**config.mk**
```make
export PLATFORM = sky130hd
export DESIGN_NAME = flow_route_ctrl
export DESIGN_NICKNAME = d
export VERILOG_FILES = /design/src/rtl/flow_route_ctrl.sv
export SDC_FILE = /design/constraint.sdc
export NUM_CORES = 1
export LEC_CHECK = 0
export CORE_AREA = 4 4 60 84
export DETAILED_ROUTE_END_ITERATION = 8
export DIE_AREA = 0 0 64 88
export GPL_TIMING_DRIVEN = 1
export PLACE_DENSITY = 0.82
export SKIP_CTS_REPAIR_TIMING = 1
export SYNTH_ARGS = -nofsm -noshare
export SYNTH_HDL_FRONTEND = slang
export SYNTH_SLANG_ARGS = --single-unit
```
**constraint.sdc**
```tcl
create_clock -name clk -period 6 [get_ports clk]
set_clock_uncertainty 0.05 [all_clocks]
set_input_delay 1.8 -clock clk [delete_from_list [all_inputs] [get_ports clk]]
set_output_delay 1.8 -clock clk [all_outputs]
set_load 0.005 [all_outputs]
```
**src/rtl/flow_route_ctrl.sv**
```systemverilog
// Valve sequencing controller for N_SRC chains of flow switches feeding a shared merge junction.
// Optional flush phase is built only when FLOW_ROUTE_FLUSH_EN is defined; otherwise dwell exits straight to DONE.
module flow_route_ctrl #(
   parameter int N_SRC   = 2,
   parameter int N_STAGE = 6,
   parameter int SETTLE  = 4,
   parameter int FLUSH   = 8,
   localparam int SW  = (N_SRC > 1) ? $clog2(N_SRC) : 1,
   localparam int KW  = (N_STAGE > 1) ? $clog2(N_STAGE) : 1,
   localparam int TW  = N_SRC * N_STAGE,
   localparam int SVW = 2 * N_SRC * N_STAGE
) (
   input  logic            clk,
   input  logic            rst_n,
   input  logic            req_valid,
   output logic            req_ready,
   input  logic [SW-1:0]   req_src,
   input  logic [KW-1:0]   req_stage,
   input  logic            req_side,
   input  logic [7:0]      req_dwell,
   input  logic            abort,
   output logic [TW-1:0]   thru_valve,
   output logic [SVW-1:0]  side_valve,
   output logic [N_SRC-1:0] merge_valve,
   output logic            busy,
   output logic            done,
   output logic            err
);

   typedef enum logic [2:0] {
      ST_IDLE,
      ST_PRIME,
      ST_DWELL,
      ST_FLUSH,
      ST_DONE
   } state_t;

   localparam logic [7:0] SETTLE_CNT = 8'(SETTLE);
   localparam logic [7:0] FLUSH_CNT  = 8'(FLUSH);

   state_t      state;
   state_t      state_next;
   logic [7:0]  cnt;
   logic [7:0]  cnt_next;
   logic        err_next;
   logic        load;
   logic        exit_open;
   logic        illegal;

   logic [SW-1:0] lat_src;
   logic [KW-1:0] lat_stage;
   logic          lat_side;
   logic [7:0]    lat_dwell;

   logic [31:0]        src_i;
   logic [31:0]        stage_i;
   logic [N_STAGE-1:0] stage_mask;
   logic [N_SRC-1:0]   one_src;

   assign illegal = (32'(req_src) >= N_SRC) || (32'(req_stage) >= N_STAGE) ||
                    (req_dwell == 8'd0);

   assign src_i   = 32'(lat_src);
   assign stage_i = 32'(lat_stage);

   function automatic logic [7:0] dec_sat(input logic [7:0] c);
      return (c > 8'd1) ? c - 8'd1 : 8'd1;
   endfunction

   always_ff @(posedge clk or negedge rst_n) begin
      if (!rst_n) begin
         state     <= ST_IDLE;
         cnt       <= 8'd0;
         err       <= 1'b0;
         lat_src   <= '0;
         lat_stage <= '0;
         lat_side  <= 1'b0;
         lat_dwell <= 8'd0;
      end else begin
         state <= state_next;
         cnt   <= cnt_next;
         err   <= err_next;
         if (load) begin
            lat_src   <= req_src;
            lat_stage <= req_stage;
            lat_side  <= req_side;
            lat_dwell <= req_dwell;
         end
      end
   end

   // Abort and dwell expiry share one exit path so the flush counter is always reloaded.
   always_comb begin
      state_next = state;
      cnt_next   = cnt;
      err_next   = 1'b0;
      load       = 1'b0;
      exit_open  = 1'b0;
      case (state)
         ST_IDLE: begin
            if (req_valid) begin
               if (illegal) begin
                  err_next = 1'b1;
               end else begin
                  state_next = ST_PRIME;
                  cnt_next   = SETTLE_CNT;
                  load       = 1'b1;
               end
            end
         end
         ST_PRIME: begin
            if (abort) begin
               exit_open = 1'b1;
            end else if (cnt <= 8'd1) begin
               state_next = ST_DWELL;
               cnt_next   = lat_dwell;
            end else begin
               cnt_next = dec_sat(cnt);
            end
         end
         ST_DWELL: begin
            if (abort || cnt <= 8'd1) begin
               exit_open = 1'b1;
            end else begin
               cnt_next = dec_sat(cnt);
            end
         end
`ifdef FLOW_ROUTE_FLUSH_EN
         ST_FLUSH: begin
            if (cnt <= 8'd1) begin
               state_next = ST_DONE;
            end else begin
               cnt_next = dec_sat(cnt);
            end
         end
`endif
         ST_DONE: begin
            state_next = ST_IDLE;
         end
         default: begin
            state_next = ST_IDLE;
         end
      endcase

      if (exit_open) begin
`ifdef FLOW_ROUTE_FLUSH_EN
         state_next = ST_FLUSH;
`else
         state_next = ST_DONE;
`endif
         cnt_next = FLUSH_CNT;
      end
   end

   always_comb begin
      stage_mask = '0;
      for (int k = 0; k < N_STAGE; k++) begin
         stage_mask[k] = (k < stage_i);
      end
      one_src    = '0;
      one_src[0] = 1'b1;
   end

   // Valves are a pure decode of state and latched fields, so reset closes them immediately.
   always_comb begin
      thru_valve  = '0;
      side_valve  = '0;
      merge_valve = '0;
      case (state)
         ST_PRIME, ST_DWELL: begin
            thru_valve = TW'(stage_mask) << (src_i * N_STAGE);
            side_valve = SVW'(1) << (2 * (src_i * N_STAGE + stage_i) + 32'(lat_side));
         end
`ifdef FLOW_ROUTE_FLUSH_EN
         ST_FLUSH: begin
            thru_valve  = TW'({N_STAGE{1'b1}}) << (src_i * N_STAGE);
            merge_valve = one_src << src_i;
         end
`endif
         default: begin
            thru_valve  = '0;
            side_valve  = '0;
            merge_valve = '0;
         end
      endcase
   end

   assign req_ready = (state == ST_IDLE);
   assign busy      = (state != ST_IDLE);
   assign done      = (state == ST_DONE);

endmodule

```
==> impl_metrics.py <==
metrics = {
    "finish": {
        "drive_above_1_share_pct": 10.9,
        "diodes": 0,
        "area_growth_pct": 33.0,
        "fillers": 370,
        "fin_nets": 271,
        "multiInputGateArea_sq_um": 1140,
        "seqCellArea_sq_um": 626,
    },
    "logic_synthesis": {
        "ys_warn_count": 0,
        "ys_types": 61,
        "yosysSeqAreaShare_pct": 33.6,
        "synth_area_per_cell_sq_um": 9.40,
        "syn_inst": 198,
        "synth_edf_count": 0,
        "yosysTopAreaCell": "dfrtp_1",
        "async_flop_share_pct": 100,
        "yosys_most_used_dff": "dfrtp_1",
        "synth_top_cell_area_share_pct": 33.6,
        "yosys-top-cells-area": "dfrtp_1 (34%), mux2_4 (8.1%), nor2_1 (7.3%)",
        "synth_area_sq_um": 1860,
        "synth_seq_cells": 25,
    },
    "route": {
        "wl_met2_mm": 2.37,
        "highest_layer": "met4",
        "avgRoutedWirePerCell_microns": 14.8,
        "met1Wirelength_mm": 1.67,
        "dr.pass1.iters": 4,
        "vias": 1704,
        "drt-total-wl_mm": 4.54,
        "postRouteAntennaNets": 0,
        "drt_iter0_drc": 46,
        "drt-vias-per-instance": 5.55,
        "drcViolationCount": 0,
        "wl_met3_microns": 337,
    },
    "critical_path": {
        "r2r-end": "cnt[4]$_DFFE_PN0P_",
        "rr_startpoint": "cnt[0]$_DFFE_PN0P_",
        "path_class": "flop to primary output",
        "worst-r2r-setup-slack_ps": 3800,
        "worst_path_largest_cell_delay_ps": 600,
        "worstSetupEndpointType": "primary output",
        "startpoint_type": "flop",
        "critical_path.slowest_cell": "or4b_1",
        "path_max_fanout": 10,
        "path_cells": "ha_1 > inv_1 > fa_1 > or4b_1 > nor2_1 > clkdlybuf4s50_1",
        "required_ps": 4150,
        "cp.arrival_ps": 2780,
        "reg2regPathDepth": 6,
    },
    "worst_hold_path": {
        "hold_depth": 1,
        "hp-class": "flop to flop",
        "hold_path_end": "lat_dwell[0]$_DFFE_PN0P_",
        "hp-start": "lat_dwell[0]$_DFFE_PN0P_",
    },
    "die": {
        "dieArea_sq_um": 5630,
        "io_pins": 59,
        "die_h_microns": 88,
        "row_count": 28,
        "core_sq_um": 4240,
        "start_util_pct": 43.9,
        "die_w_microns": 64,
    },
    "sta": {
        "worst_slew_pin_slew_ps": 1080,
        "setup_slack_ps": 1370,
        "setup_viol": 0,
        "final.setup.tns_ps": 0,
        "fmax_mhz": 216,
        "rsz0062_at_grt": "false",
        "min_period_over_period_pct": 77.1,
        "slew-limit-headroom_pct": 27.8,
        "hold_viol": 0,
        "layout_min_cycle_time_ps": 4630,
        "maxSlewViolCount": 0,
    },
    "clock_tree": {
        "cts_buffer_depth": 2,
        "clk_pin_slew_ps": 90,
        "clock_sinks": 25,
        "cts_buffers": 3,
        "cts_tree": "built",
        "ctsHtreeMaxLevel": 1,
        "clkLatencyLatePin_ps": 280,
        "cts_root_buf": "clkbuf_8",
    },
    "pwr": {
        "pwr-share-clk_pct": 9.1,
        "p_comb_share_pct": 62.5,
        "leakage_uw": 0.000973,
        "power_density_nw_per_um2": 474,
        "seqPwrFrac_pct": 28.4,
        "net-switching-power_uw": 515,
        "ir_drop_uv": 284,
        "internal-power_uw": 658,
        "p_sw_share_pct": 43.9,
    },
    "status": {
        "status": "completed",
    },
    "grt": {
        "gr-total-overflow": 0,
        "grt_max_degree": 26,
        "antenna_found_initial": 0,
        "grt_pass1_wl_mm": 7.90,
        "track_usage_pct": 17.8,
        "grt_pass1_vias": 1798,
    },
    "job": {
        "max_cap_violations": 0,
    },
    "place": {
        "preCtsSetupSlack_ps": 1690,
        "portBuffers": 56,
        "globalplace.congestion": 0.894,
        "dp_hpwl_mm": 3.70,
    },
}
[worst max path at each step]
stage | cells past startpoint | slack (ps) | end | startpoint
CTS | 6 | 1360 | side_valve[11] | lat_src$_DFFE_PN0P_
floorplan | 5 | 2210 | side_valve[10] | lat_src$_DFFE_PN0P_
global route | 6 | 1210 | side_valve[8] | lat_src$_DFFE_PN0P_
detailed placement | 6 | 1690 | side_valve[11] | lat_src$_DFFE_PN0P_
global placement | 6 | 1740 | side_valve[10] | lat_src$_DFFE_PN0P_
finish | 6 | 1370 | side_valve[11] | lat_src$_DFFE_PN0P_
[cell families (layout without fill, tap and decap cells)]
| group | after synthesis | after routing | share of synthesized area (%) |
|---|---|---|---|
| flip-flops | 25 | 25 | 33.6 |
| buffers and inverters | 19 | 67 | 5.45 |
| other | 1 | 2 | 0.202 |
| multiplexers | 18 | 18 | 12.6 |
| AND/OR/NAND/NOR | 87 | 87 | 25.0 |
| XOR/XNOR | 3 | 3 | 1.41 |
| adder cells (fa/ha/maj) | 6 | 6 | 4.44 |
| AO/OA/AOI/OAI | 39 | 39 | 17.2 |
[state kept, by name, summed over array words and instances (netlist names)]
register / cells
cnt: 8
err: 1
lat_dwell: 8
lat_side: 1
lat_src: 1
lat_stage: 3
state: 3
[cells in the mapped netlist (3+ instances only)]
cell type / count
nand4b_1: 3
mux2i_1: 4
ha_1: 5
dfrtp_1: 25
inv_1: 7
o221ai_1: 3
a21oi_1: 3
and3_1: 4
nand2_1: 9
o31ai_1: 3
xnor2_1: 3
mux2_4: 10
buf_4: 5
nand3_1: 3
mux2_1: 3
buf_2: 3
nand2b_1: 4
or3_1: 3
o21ai_0: 4
nor3_1: 9
nor2_1: 36
a22o_1: 4
[cells in the final DEF (no fill, tap or decap), types with 2 or more instances in the layout]
cell type         n
clkdlybuf4s50_1  56
nor2_1           36
dfrtp_1          25
mux2_4           10
nand2_1           9
nor3_1            9
inv_1             7
ha_1              5
o21ai_0           4
and3_1            4
nand2b_1          4
mux2i_1           4
a22o_1            4
or3_1             3
xnor2_1           3
a21oi_1           3
nand4b_1          3
nand3_1           3
o221ai_1          3
o31ai_1           3
mux2_1            3
clkbuf_8          3
nor3b_1           2
or4_4             2
or2_1             2
nor2b_1           2
a32o_1            2
conb_1            2
[worst max-delay path, delay by kind of cell, from the launching register on]
family,cells,cell delay (ps)
and+or+nand+nor,2,720
adders and majority gates,2,710
buffers and inverters,2,550
DFF,1,520
[metrics by stage]
stage	utilization, %	cell area, sq um	std cells	power, uW	hold WS, ps
detailed placement	57.2	2420	303	1070	445
floorplan	-	1860	199	835	408
global route	58.4	2470	307	1280	484
global placement	57.2	2420	303	1050	436
finish	58.4	2470	307	1170	463
CTS	58.4	2470	307	1180	470
[power groups by stage]
| stage | sequential, uW | clock [uW] | combinational [uW] |
|---|---|---|---|
| floorplan | 285 | 0 | 550 |
| global placement | 331 | 0 | 722 |
| detailed placement | 336 | 0 | 734 |
| CTS | 333 | 110 | 736 |
| global route | 351 | 115 | 814 |
| finish | 333 | 107 | 734 |
[cell type report]
class | count | area share [%]
multi-input cells | 155 | 46.0
clock buffers | 3 | 1.67
clock inverters | 1 | 0.354
flip-flops and latches | 25 | 25.3
well taps | 60 | 3.03
repair buffers | 56 | 22.6
inverters | 7 | 1.06
[metal layers]
| layer | global-route usage, % | up-vias |
|---|---|---|
| met5 | 0 | - |
| met3 | 3.98 | 16 |
| met4 | 9.63 | 0 |
| li1 | - | 818 |
| met2 | 34.1 | 72 |
| met1 | 17.4 | 798 |
Note: power is estimated with default switching activity, not from simulation.
